--- src/rtl/alu_pkg.sv ---
// Shared opcodes, operand payload and forwarding-priority function for the ALU issue stage.
package alu_pkg;

  localparam int unsigned ALU_XLEN = 32;
  localparam int unsigned ALU_OPW  = 4;
  localparam int unsigned REG_W    = 5;

  localparam logic [ALU_OPW-1:0] ALU_SLL     = 4'd0;
  localparam logic [ALU_OPW-1:0] ALU_SRA     = 4'd1;
  localparam logic [ALU_OPW-1:0] ALU_SRL     = 4'd2;
  localparam logic [ALU_OPW-1:0] ALU_MUL     = 4'd3;
  localparam logic [ALU_OPW-1:0] ALU_DIV     = 4'd4;
  localparam logic [ALU_OPW-1:0] ALU_ADD     = 4'd5;
  localparam logic [ALU_OPW-1:0] ALU_SUB     = 4'd6;
  localparam logic [ALU_OPW-1:0] ALU_AND     = 4'd7;
  localparam logic [ALU_OPW-1:0] ALU_OR      = 4'd8;
  localparam logic [ALU_OPW-1:0] ALU_XOR     = 4'd9;
  localparam logic [ALU_OPW-1:0] ALU_NOR     = 4'd10;
  localparam logic [ALU_OPW-1:0] ALU_SLT     = 4'd11;
  localparam logic [ALU_OPW-1:0] ALU_SLTU    = 4'd12;
  localparam logic [ALU_OPW-1:0] ALU_OP_LAST = 4'd12;

  // One ALU operand: value plus the register tag it may be refreshed from.
  typedef struct packed {
    logic [ALU_XLEN-1:0] value;
    logic [REG_W-1:0]    tag;
    logic                fwd_en;
  } operand_t;

  // Forwarded operand value; EX/MEM wins over MEM/WB, r0 and constants never forward.
  function automatic logic [ALU_XLEN-1:0] fwd_value(
    input operand_t            opnd,
    input logic                exm_we,
    input logic [REG_W-1:0]    exm_rd,
    input logic [ALU_XLEN-1:0] exm_res,
    input logic                wb_we,
    input logic [REG_W-1:0]    wb_rd,
    input logic [ALU_XLEN-1:0] wb_res
  );
    logic [ALU_XLEN-1:0] res;
    res = opnd.value;
    if (opnd.fwd_en && (opnd.tag != '0)) begin
      if (exm_we && (exm_rd == opnd.tag)) begin
        res = exm_res;
      end else if (wb_we && (wb_rd == opnd.tag)) begin
        res = wb_res;
      end
    end
    return res;
  endfunction

endpackage

--- src/rtl/alu_fwd_mux.sv ---
// Forwarding comparator/mux for one held operand.
// Ports: opnd (held operand), EX/MEM and MEM/WB write-back sources, value_c (forwarded value).
module alu_fwd_mux
  import alu_pkg::*;
#(
  parameter int unsigned XLEN = 32
) (
  input  operand_t         opnd,
  input  logic             exm_reg_write,
  input  logic [4:0]       exm_rd_num,
  input  logic [XLEN-1:0]  exm_result,
  input  logic             wb_reg_write,
  input  logic [4:0]       wb_rd_num,
  input  logic [XLEN-1:0]  wb_data,
  output logic [XLEN-1:0]  value_c
);

  assign value_c = XLEN'(fwd_value(opnd, exm_reg_write, exm_rd_num, ALU_XLEN'(exm_result),
                                   wb_reg_write, wb_rd_num, ALU_XLEN'(wb_data)));

endmodule

--- src/rtl/alu_issue_stage.sv ---
// Issue register in front of the ALU: valid/ready capture, operand select, forwarding,
// stall-time operand refresh and flush.
// Ports: decode-side in_* handshake and fields; exm_*/wb_* forwarding sources; flush;
// out_ready/out_valid handshake; alu_s/alu_x/alu_y ALU drive; out_rd_num, out_reg_write,
// out_illegal. alu_x/alu_y are combinational from the held slot; the rest are flops.
module alu_issue_stage
  import alu_pkg::*;
#(
  parameter int unsigned XLEN = 32,
  parameter int unsigned OPW  = 4
) (
  input  logic            clk,
  input  logic            rst,
  input  logic            in_valid,
  output logic            in_ready,
  input  logic [OPW-1:0]  in_op,
  input  logic [4:0]      in_rs_num,
  input  logic [4:0]      in_rt_num,
  input  logic [4:0]      in_rd_num,
  input  logic [XLEN-1:0] in_rs_data,
  input  logic [XLEN-1:0] in_rt_data,
  input  logic [XLEN-1:0] in_imm,
  input  logic            in_use_imm,
  input  logic [4:0]      in_shamt,
  input  logic            in_use_shamt,
  input  logic            in_reg_write,
  input  logic            exm_reg_write,
  input  logic [4:0]      exm_rd_num,
  input  logic [XLEN-1:0] exm_result,
  input  logic            wb_reg_write,
  input  logic [4:0]      wb_rd_num,
  input  logic [XLEN-1:0] wb_data,
  input  logic            flush,
  input  logic            out_ready,
  output logic            out_valid,
  output logic [OPW-1:0]  alu_s,
  output logic [XLEN-1:0] alu_x,
  output logic [XLEN-1:0] alu_y,
  output logic [4:0]      out_rd_num,
  output logic            out_reg_write,
  output logic            out_illegal
);

  logic           valid_q, valid_d;
  logic [OPW-1:0] op_q, op_d;
  logic [4:0]     rd_q, rd_d;
  logic           we_q, we_d;
  logic           illegal_q, illegal_d;
  operand_t       x_q, x_d, y_q, y_d;
  operand_t       x_new_c, y_new_c;
  logic [XLEN-1:0] x_fwd_c, y_fwd_c;
  logic           capture_c;

  assign in_ready  = !valid_q || out_ready;
  assign capture_c = in_valid && in_ready && !flush;

  // Forwarded view of the held operands: drives the ALU and the stall refresh.
  alu_fwd_mux #(.XLEN(XLEN)) u_fwd_x (
    .opnd(x_q), .exm_reg_write(exm_reg_write), .exm_rd_num(exm_rd_num),
    .exm_result(exm_result), .wb_reg_write(wb_reg_write), .wb_rd_num(wb_rd_num),
    .wb_data(wb_data), .value_c(x_fwd_c)
  );

  alu_fwd_mux #(.XLEN(XLEN)) u_fwd_y (
    .opnd(y_q), .exm_reg_write(exm_reg_write), .exm_rd_num(exm_rd_num),
    .exm_result(exm_result), .wb_reg_write(wb_reg_write), .wb_rd_num(wb_rd_num),
    .wb_data(wb_data), .value_c(y_fwd_c)
  );

  // Incoming operand selection; shift form moves rt to X and puts shamt in Y.
  always_comb begin
    x_new_c = '0;
    y_new_c = '0;
    if (in_use_shamt) begin
      x_new_c.value  = ALU_XLEN'(in_rt_data);
      x_new_c.tag    = in_rt_num;
      x_new_c.fwd_en = 1'b1;
      y_new_c.value  = ALU_XLEN'(in_shamt);
    end else begin
      x_new_c.value  = ALU_XLEN'(in_rs_data);
      x_new_c.tag    = in_rs_num;
      x_new_c.fwd_en = 1'b1;
      if (in_use_imm) begin
        y_new_c.value = ALU_XLEN'(in_imm);
      end else begin
        y_new_c.value  = ALU_XLEN'(in_rt_data);
        y_new_c.tag    = in_rt_num;
        y_new_c.fwd_en = 1'b1;
      end
    end
  end

  // Slot next-state: capture, stall refresh, drain and flush.
  always_comb begin
    valid_d   = valid_q;
    op_d      = op_q;
    rd_d      = rd_q;
    we_d      = we_q;
    x_d       = x_q;
    y_d       = y_q;

    if (capture_c) begin
      op_d = in_op;
      rd_d = in_rd_num;
      we_d = in_reg_write && (in_rd_num != 5'd0);
      x_d  = x_new_c;
      y_d  = y_new_c;
      x_d.value = fwd_value(x_new_c, exm_reg_write, exm_rd_num, ALU_XLEN'(exm_result),
                            wb_reg_write, wb_rd_num, ALU_XLEN'(wb_data));
      y_d.value = fwd_value(y_new_c, exm_reg_write, exm_rd_num, ALU_XLEN'(exm_result),
                            wb_reg_write, wb_rd_num, ALU_XLEN'(wb_data));
    end else if (valid_q && !out_ready) begin
      // Latch whatever is being forwarded now so a retiring producer is not lost.
      x_d.value = ALU_XLEN'(x_fwd_c);
      y_d.value = ALU_XLEN'(y_fwd_c);
    end

    if (flush) begin
      valid_d = 1'b0;
    end else if (capture_c) begin
      valid_d = 1'b1;
    end else if (out_ready) begin
      valid_d = 1'b0;
    end

    illegal_d = valid_d && (op_d > OPW'(ALU_OP_LAST));
  end

  always_ff @(posedge clk or posedge rst) begin
    if (rst) begin
      valid_q   <= 1'b0;
      op_q      <= '0;
      rd_q      <= '0;
      we_q      <= 1'b0;
      illegal_q <= 1'b0;
      x_q       <= '0;
      y_q       <= '0;
    end else begin
      valid_q   <= valid_d;
      op_q      <= op_d;
      rd_q      <= rd_d;
      we_q      <= we_d;
      illegal_q <= illegal_d;
      x_q       <= x_d;
      y_q       <= y_d;
    end
  end

  assign out_valid     = valid_q;
  assign alu_s         = op_q;
  assign alu_x         = x_fwd_c;
  assign alu_y         = y_fwd_c;
  assign out_rd_num    = rd_q;
  assign out_reg_write = we_q;
  assign out_illegal   = illegal_q;

endmodule

--- config.mk ---
export PLATFORM = sky130hd
export DESIGN_NAME = alu_issue_stage
export DESIGN_NICKNAME = d
export VERILOG_FILES = /design/src/rtl/alu_pkg.sv /design/src/rtl/alu_fwd_mux.sv /design/src/rtl/alu_issue_stage.sv
export SDC_FILE = /design/constraint.sdc
export NUM_CORES = 1
export LEC_CHECK = 0
export CAP_MARGIN = 20
export CORE_ASPECT_RATIO = 1.75
export CORE_MARGIN = 10
export CORE_UTILIZATION = 43
export DETAILED_ROUTE_END_ITERATION = 16
export GPL_TIMING_DRIVEN = 0
export PLACE_DENSITY_LB_ADDON = 0.15
export SLEW_MARGIN = 20
export SYNTH_ARGS = -nofsm -noshare
export SYNTH_HDL_FRONTEND = slang
export SYNTH_SLANG_ARGS = --single-unit
export TNS_END_PERCENT = 30
--- constraint.sdc ---
create_clock -name clk -period 2.89 [get_ports clk]
set_input_delay 0.4335 -clock clk [delete_from_list [all_inputs] [get_ports clk]]
set_output_delay 0.4335 -clock clk [all_outputs]
set_load 0.01 [all_outputs]
# After elaboration in Yosys (flattened, before gate mapping)
# Cells that the tools add are included.
[op_classes]
addsub = 0
multipliers = 0
div = 0
magnitude_cmp = 1
n_eq_ne = 8
shifts = 0
mux = 25
bitwise_logic = 0
n_reduce_logical = 27
[op_table]
columns = ["operator", "n"]
rows = [
  ["32-bit 2-to-1 mux", 18],
  ["5-bit == test", 8],
  ["38-bit 2-to-1 mux", 1],
  ["5-bit nonzero test", 5],
  ["1-bit logical AND", 17],
  ["6-bit 2-to-1 mux", 2],
  ["4-bit > comparator, second input constant", 1],
  ["4-bit 2-to-1 mux", 1],
  ["1-bit logical NOT", 3],
  ["1-bit 2-to-1 mux", 3],
  ["2-bit nonzero test", 1],
  ["1-bit logical OR", 1],
]
[totals]
regBits = 88
latch_bits = 0
ramBits = 0
romBits = 0
out_inout_bits = 77
mem_count = 0

# Logic depth before layout (Yosys ltp)
[depth]
ltp_word = 8
mapped_depth = 11
depth_no_buf = 7

# By module
# A second synthesis with hierarchy kept.
[hier_totals]
hier_cells = 986
hier_area_um2 = 8650.8
[modules_own_cells]
columns = ["mod", "instances", "cells_each", "area_per_inst_um2", "seq_area_each_um2"]
rows = [
  ["alu_issue_stage", 1, 792, 6816.5, 2202.1],
  ["alu_fwd_mux", 2, 97, 917.1, 0.0],
]

# Worst setup path after synthesis
# No wires, ideal clock.
[synth_timing]
kind = "input-to-output"
startpoint = "in exm_rd_num[2]"
endpoint = "out alu_x[16]"
arrival_ns = 2.422
setup_slack_ns = 0.035
path_stages = 10
path_cell_list = "clkbuf_1 -> xnor2_1 -> nand4_1 -> or2_0 -> clkbuf_1 -> a21oi_1 -> clkbuf_1 -> buf_1 -> nor2_1 -> a21oi_1"
[synth_between]
elab_chain_cells = 4
[synth_lines]
columns = ["element", "line", "rtl"]
rows = [
  ["start, declared", "alu_issue_stage.sv:28", "input logic [4:0] exm_rd_num,"],
  ["5-bit == test", "alu_pkg.sv:43", "if (exm_we && (exm_rd == opnd.tag)) begin"],
  ["1-bit logical AND", "alu_pkg.sv:43", ""],
  ["32-bit 2-to-1 mux", "alu_pkg.sv:43", ""],
  ["32-bit 2-to-1 mux", "alu_pkg.sv:42", "if (opnd.fwd_en && (opnd.tag != '0)) begin"],
  ["end, declared", "alu_issue_stage.sv:37", "output logic [XLEN-1:0] alu_x,"],
]
# Every way passes these cells.

# Final worst setup path
[layout_timing]
startpoint = "reg x_q[4] (netlist bit)"
endpoint = "out alu_x[25]"
[layout_between]
elab_chain_cells = 5
elab_cells_between_ends = 9
classes_between = "2 x eq/ne; 3 x mux; 4 x reduce/logical"
[layout_lines]
columns = ["element", "line", "rtl"]
rows = [
  ["start, declared", "alu_issue_stage.sv:49", "operand_t x_q, x_d, y_q, y_d;"],
  ["start signal, assigned", "alu_issue_stage.sv:136", "x_q <= '0;"],
  ["start signal, assigned", "alu_issue_stage.sv:144", "x_q <= x_d;"],
  ["5-bit == test", "alu_pkg.sv:45", "end else if (wb_we && (wb_rd == opnd.tag)) begin"],
  ["1-bit logical AND", "alu_pkg.sv:45", ""],
  ["32-bit 2-to-1 mux", "alu_pkg.sv:45", ""],
  ["32-bit 2-to-1 mux", "alu_pkg.sv:43", ""],
  ["32-bit 2-to-1 mux (*)", "alu_pkg.sv:42", ""],
]
# Mark *: on every way between the ends. The rest lies on a longest branch, timed or not.

==> metrics <==
CTS sink cnt=88; worst-path maximum fanout=10; clk slew on worst S/H paths=0.07 ns; Final setup viols=35; Pre-Repair DR Iteration Count=6; Reg-to-Reg End=x_q[26]$_DFFE_PP0N_; leading cell type in the layout, fill and taps excluded=clkdlybuf4s50_1; Initial Utilization=0.4397; Max transition margin=0.1807; clock skew=0.01031 ns; H-tree Lvls=3; worst hold margin=0.3329 ns; DRT Wirelength=47740 um; Avg WL per Cell=28.53 um; CP arrival=2.55 ns; Vias/cell=6.861; syn nets=1318; CP Cell Sequence=buf_6, xnor2_2, nand4_1, or2_1, buf_8, a21oi_4, buf_12, clkbuf_16, nor2_1, a21oi_2, buf_2; GRT Resource Usage Total=0.3420; maxcap violations=0; DP HPWL=34880 um; Syn Area/Cell=7.578 um2; max frequency=335.6 MHz; most crowded layer after global routing=met2; Iter 0 DRT Violations=1496; final count of hold timing violations=0; die width=125.9 um; CTS Buf Count=9; status=complete, but fails checks; setup TNS=-1.375 ns; clock latency on the worst-skew pair=0.37 ns; Worst R2R Path Depth=7; commonest cells after routing, fill and taps aside=clkdlybuf4s50_1 (198), nor2_1 (144), nand2_1 (106); max incr delay on CP=0.42 ns; first-pass GRT wire length=69210 um; register bit total from synthesis=88; share of Yosys cell area claimed by the top area cell type=0.2609; Power Density=399.5 nW/um2; top post-synthesis cells by area=dfrtp_1 (26%), mux2i_1 (10%), nor2_1 (6.9%); post-synth top area cell=dfrtp_1; largest net degree at the start of global routing=69; Core ar.=19200 um2; Die Height=205.4 um; Max Buffers Root-to-Sink=2; Final min period=2.980 ns; dpl ws=-1.636 ns; Power, Total=0.005029 W; distinct cell type count after synthesis=63; Least-Margin Pin Slew=1.229 ns; Slowest-stage cell, CP=dfrtp_2; M1 GR Usage=0.3494; CP top delay family=buffers and inverters; GRT met2 Usage=0.5677; peak supply drop=0.3880 mV; RSZ-0062 raised after global routing=true; Hold Crit Endpoint=y_q[3]$_DFFE_PP0N_; die area=25860 um2; share of layout cells above drive strength 1=0.2041; met3 usage=0.08861; GP Congestion=0.9835; Crit Reg-Reg Startpoint=x_q[4]$_DFFE_PP0N_; final net count=1630; HP Start=in_rt_num[2]; data required time of the worst path=2.46 ns; Overflow after GRT=0; Crit. End Element=primary output; final worst slack=-0.08971 ns; antenna violations before repair=1; register area share after synthesis=0.2609; EDFF count, synth=0; r2r setup slk=0.13 ns; Hold Crit Depth=3; failing checks=negative setup slack; Cells after Synth=1114; Synth Warn #=0; Root Driver=clkbuf_16; WP buf/inv=5; synthesized area=8442 um2; leak pwr=5.070 nW; vias in the first global route=11570; ys async rst share=1.000; via count=11480; # DRC=0; Cell Rows=67; Final Cell Area=12590 um2; part of the cycle the worst path needs=1.031; CTS tree=yes; Layout area overhead=49.12%; Top FF cell, synth=dfrtp_1; num ports=281; CP Class=reg -> out; pins over their slew limit=0; Post-DP Area=11470 um2; Buffers on Ports=269; Setup crit start kind=register; Hold WC Path Type=in -> reg; Antenna Nets Post-Route=0
## worst min-delay path, delay by kind of cell
kind	cells	cell delay, ns
buf+inv	1	0.11
simple gates	2	0.11
## layer usage
metal	part of all wire	up-vias
li1	-	4777
met1	0.31	5383
met2	0.48	1026
met3	0.11	292
met4	0.098	0
met5	0	-
## cells in the mapped netlist (all sizes together) (7+ instances only)
cell,instances
a221o,21
nand2b,9
xnor2,22
dfrtp,88
nor4,9
o21ai,72
mux2i,89
o22a,23
o21a,18
o211a,15
o221a,8
xor2,10
buf,36
clkbuf,73
nand3,14
nor3,40
a22oi,38
o31ai,16
nand2,111
nor2,156
inv,11
o221ai,15
a21oi,93
o22ai,54
o211ai,7
## worst max path at each step
stage / end / slack, ns / start / depth (start not counted)
floorplan: alu_x[16] / 0.03 / exm_rd_num[2] / 10
global placement: y_q[16]$_DFFE_PP0N_ / -1.67 / rst / 2
detailed placement: alu_x[8] / -1.64 / wb_rd_num[0] / 10
CTS: alu_x[14] / -0.11 / x_q[4]$_DFFE_PP0N_ / 10
global route: alu_x[25] / -0.17 / x_q[4]$_DFFE_PP0N_ / 11
finish: alu_x[25] / -0.09 / x_q[4]$_DFFE_PP0N_ / 11
## kinds of logic (layout without fill, tap and decap cells)
group | Yosys count | in the layout | synth area share
AO/OA/AOI/OAI | 407 | 407 | 0.3390
XOR/XNOR | 32 | 32 | 0.03320
buffers and inverters | 120 | 437 | 0.06047
flip-flops | 88 | 88 | 0.2609
multiplexers | 95 | 95 | 0.1140
other | 0 | 1 | 0
AND/OR/NAND/NOR | 372 | 372 | 0.1925
## state kept, by name, summed over array words and instances (netlist names)
register / count
x_q: 38
out_illegal: 1
out_reg_write: 1
out_valid: 1
y_q: 38
out_rd_num: 5
alu_s: 4
## power by group
part	leakage [nW]	total (W)	internal [W]	switching, W
Combinational	3.84	0.00219	0.00100	0.00119
Clock	0.150	0.00129	0.000700	0.000587
Sequential	1.08	0.00155	0.00142	0.000137
Total	5.07	0.00503	0.00312	0.00191
## stage by stage
step / utilization / cells
3_3_place_gp: 0.5957 / 1624
2_1_floorplan: - / 1114
6_report: 0.6557 / 1673
3_5_place_dp: 0.5974 / 1625
4_1_cts: 0.6366 / 1663
5_1_grt: 0.6556 / 1672
## area by class of cell
class | instances | area, um2
Buffer | 106 | 735.7
Fill cell | 1730 | 6609
Timing Repair Buffer | 304 | 2768
Multi-Input combinational cell | 906 | 6221
Sequential cell | 88 | 2207
Tap cell | 241 | 301.5
Clock buffer | 10 | 239.0
Antenna cell | 1 | 2.502
Inverter | 11 | 46.29
Clock inverter | 6 | 67.56
## what timing repair did
item                                    in CTS  in global routing
gates resized for setup                    354                132
hold buffers                                 0                  0
cloned                                       0                  2
setup buffers                               24                  9
endpoints found under the setup margin     138                136
pin swaps                                   16                 34
(Power assumes the default switching activity.)
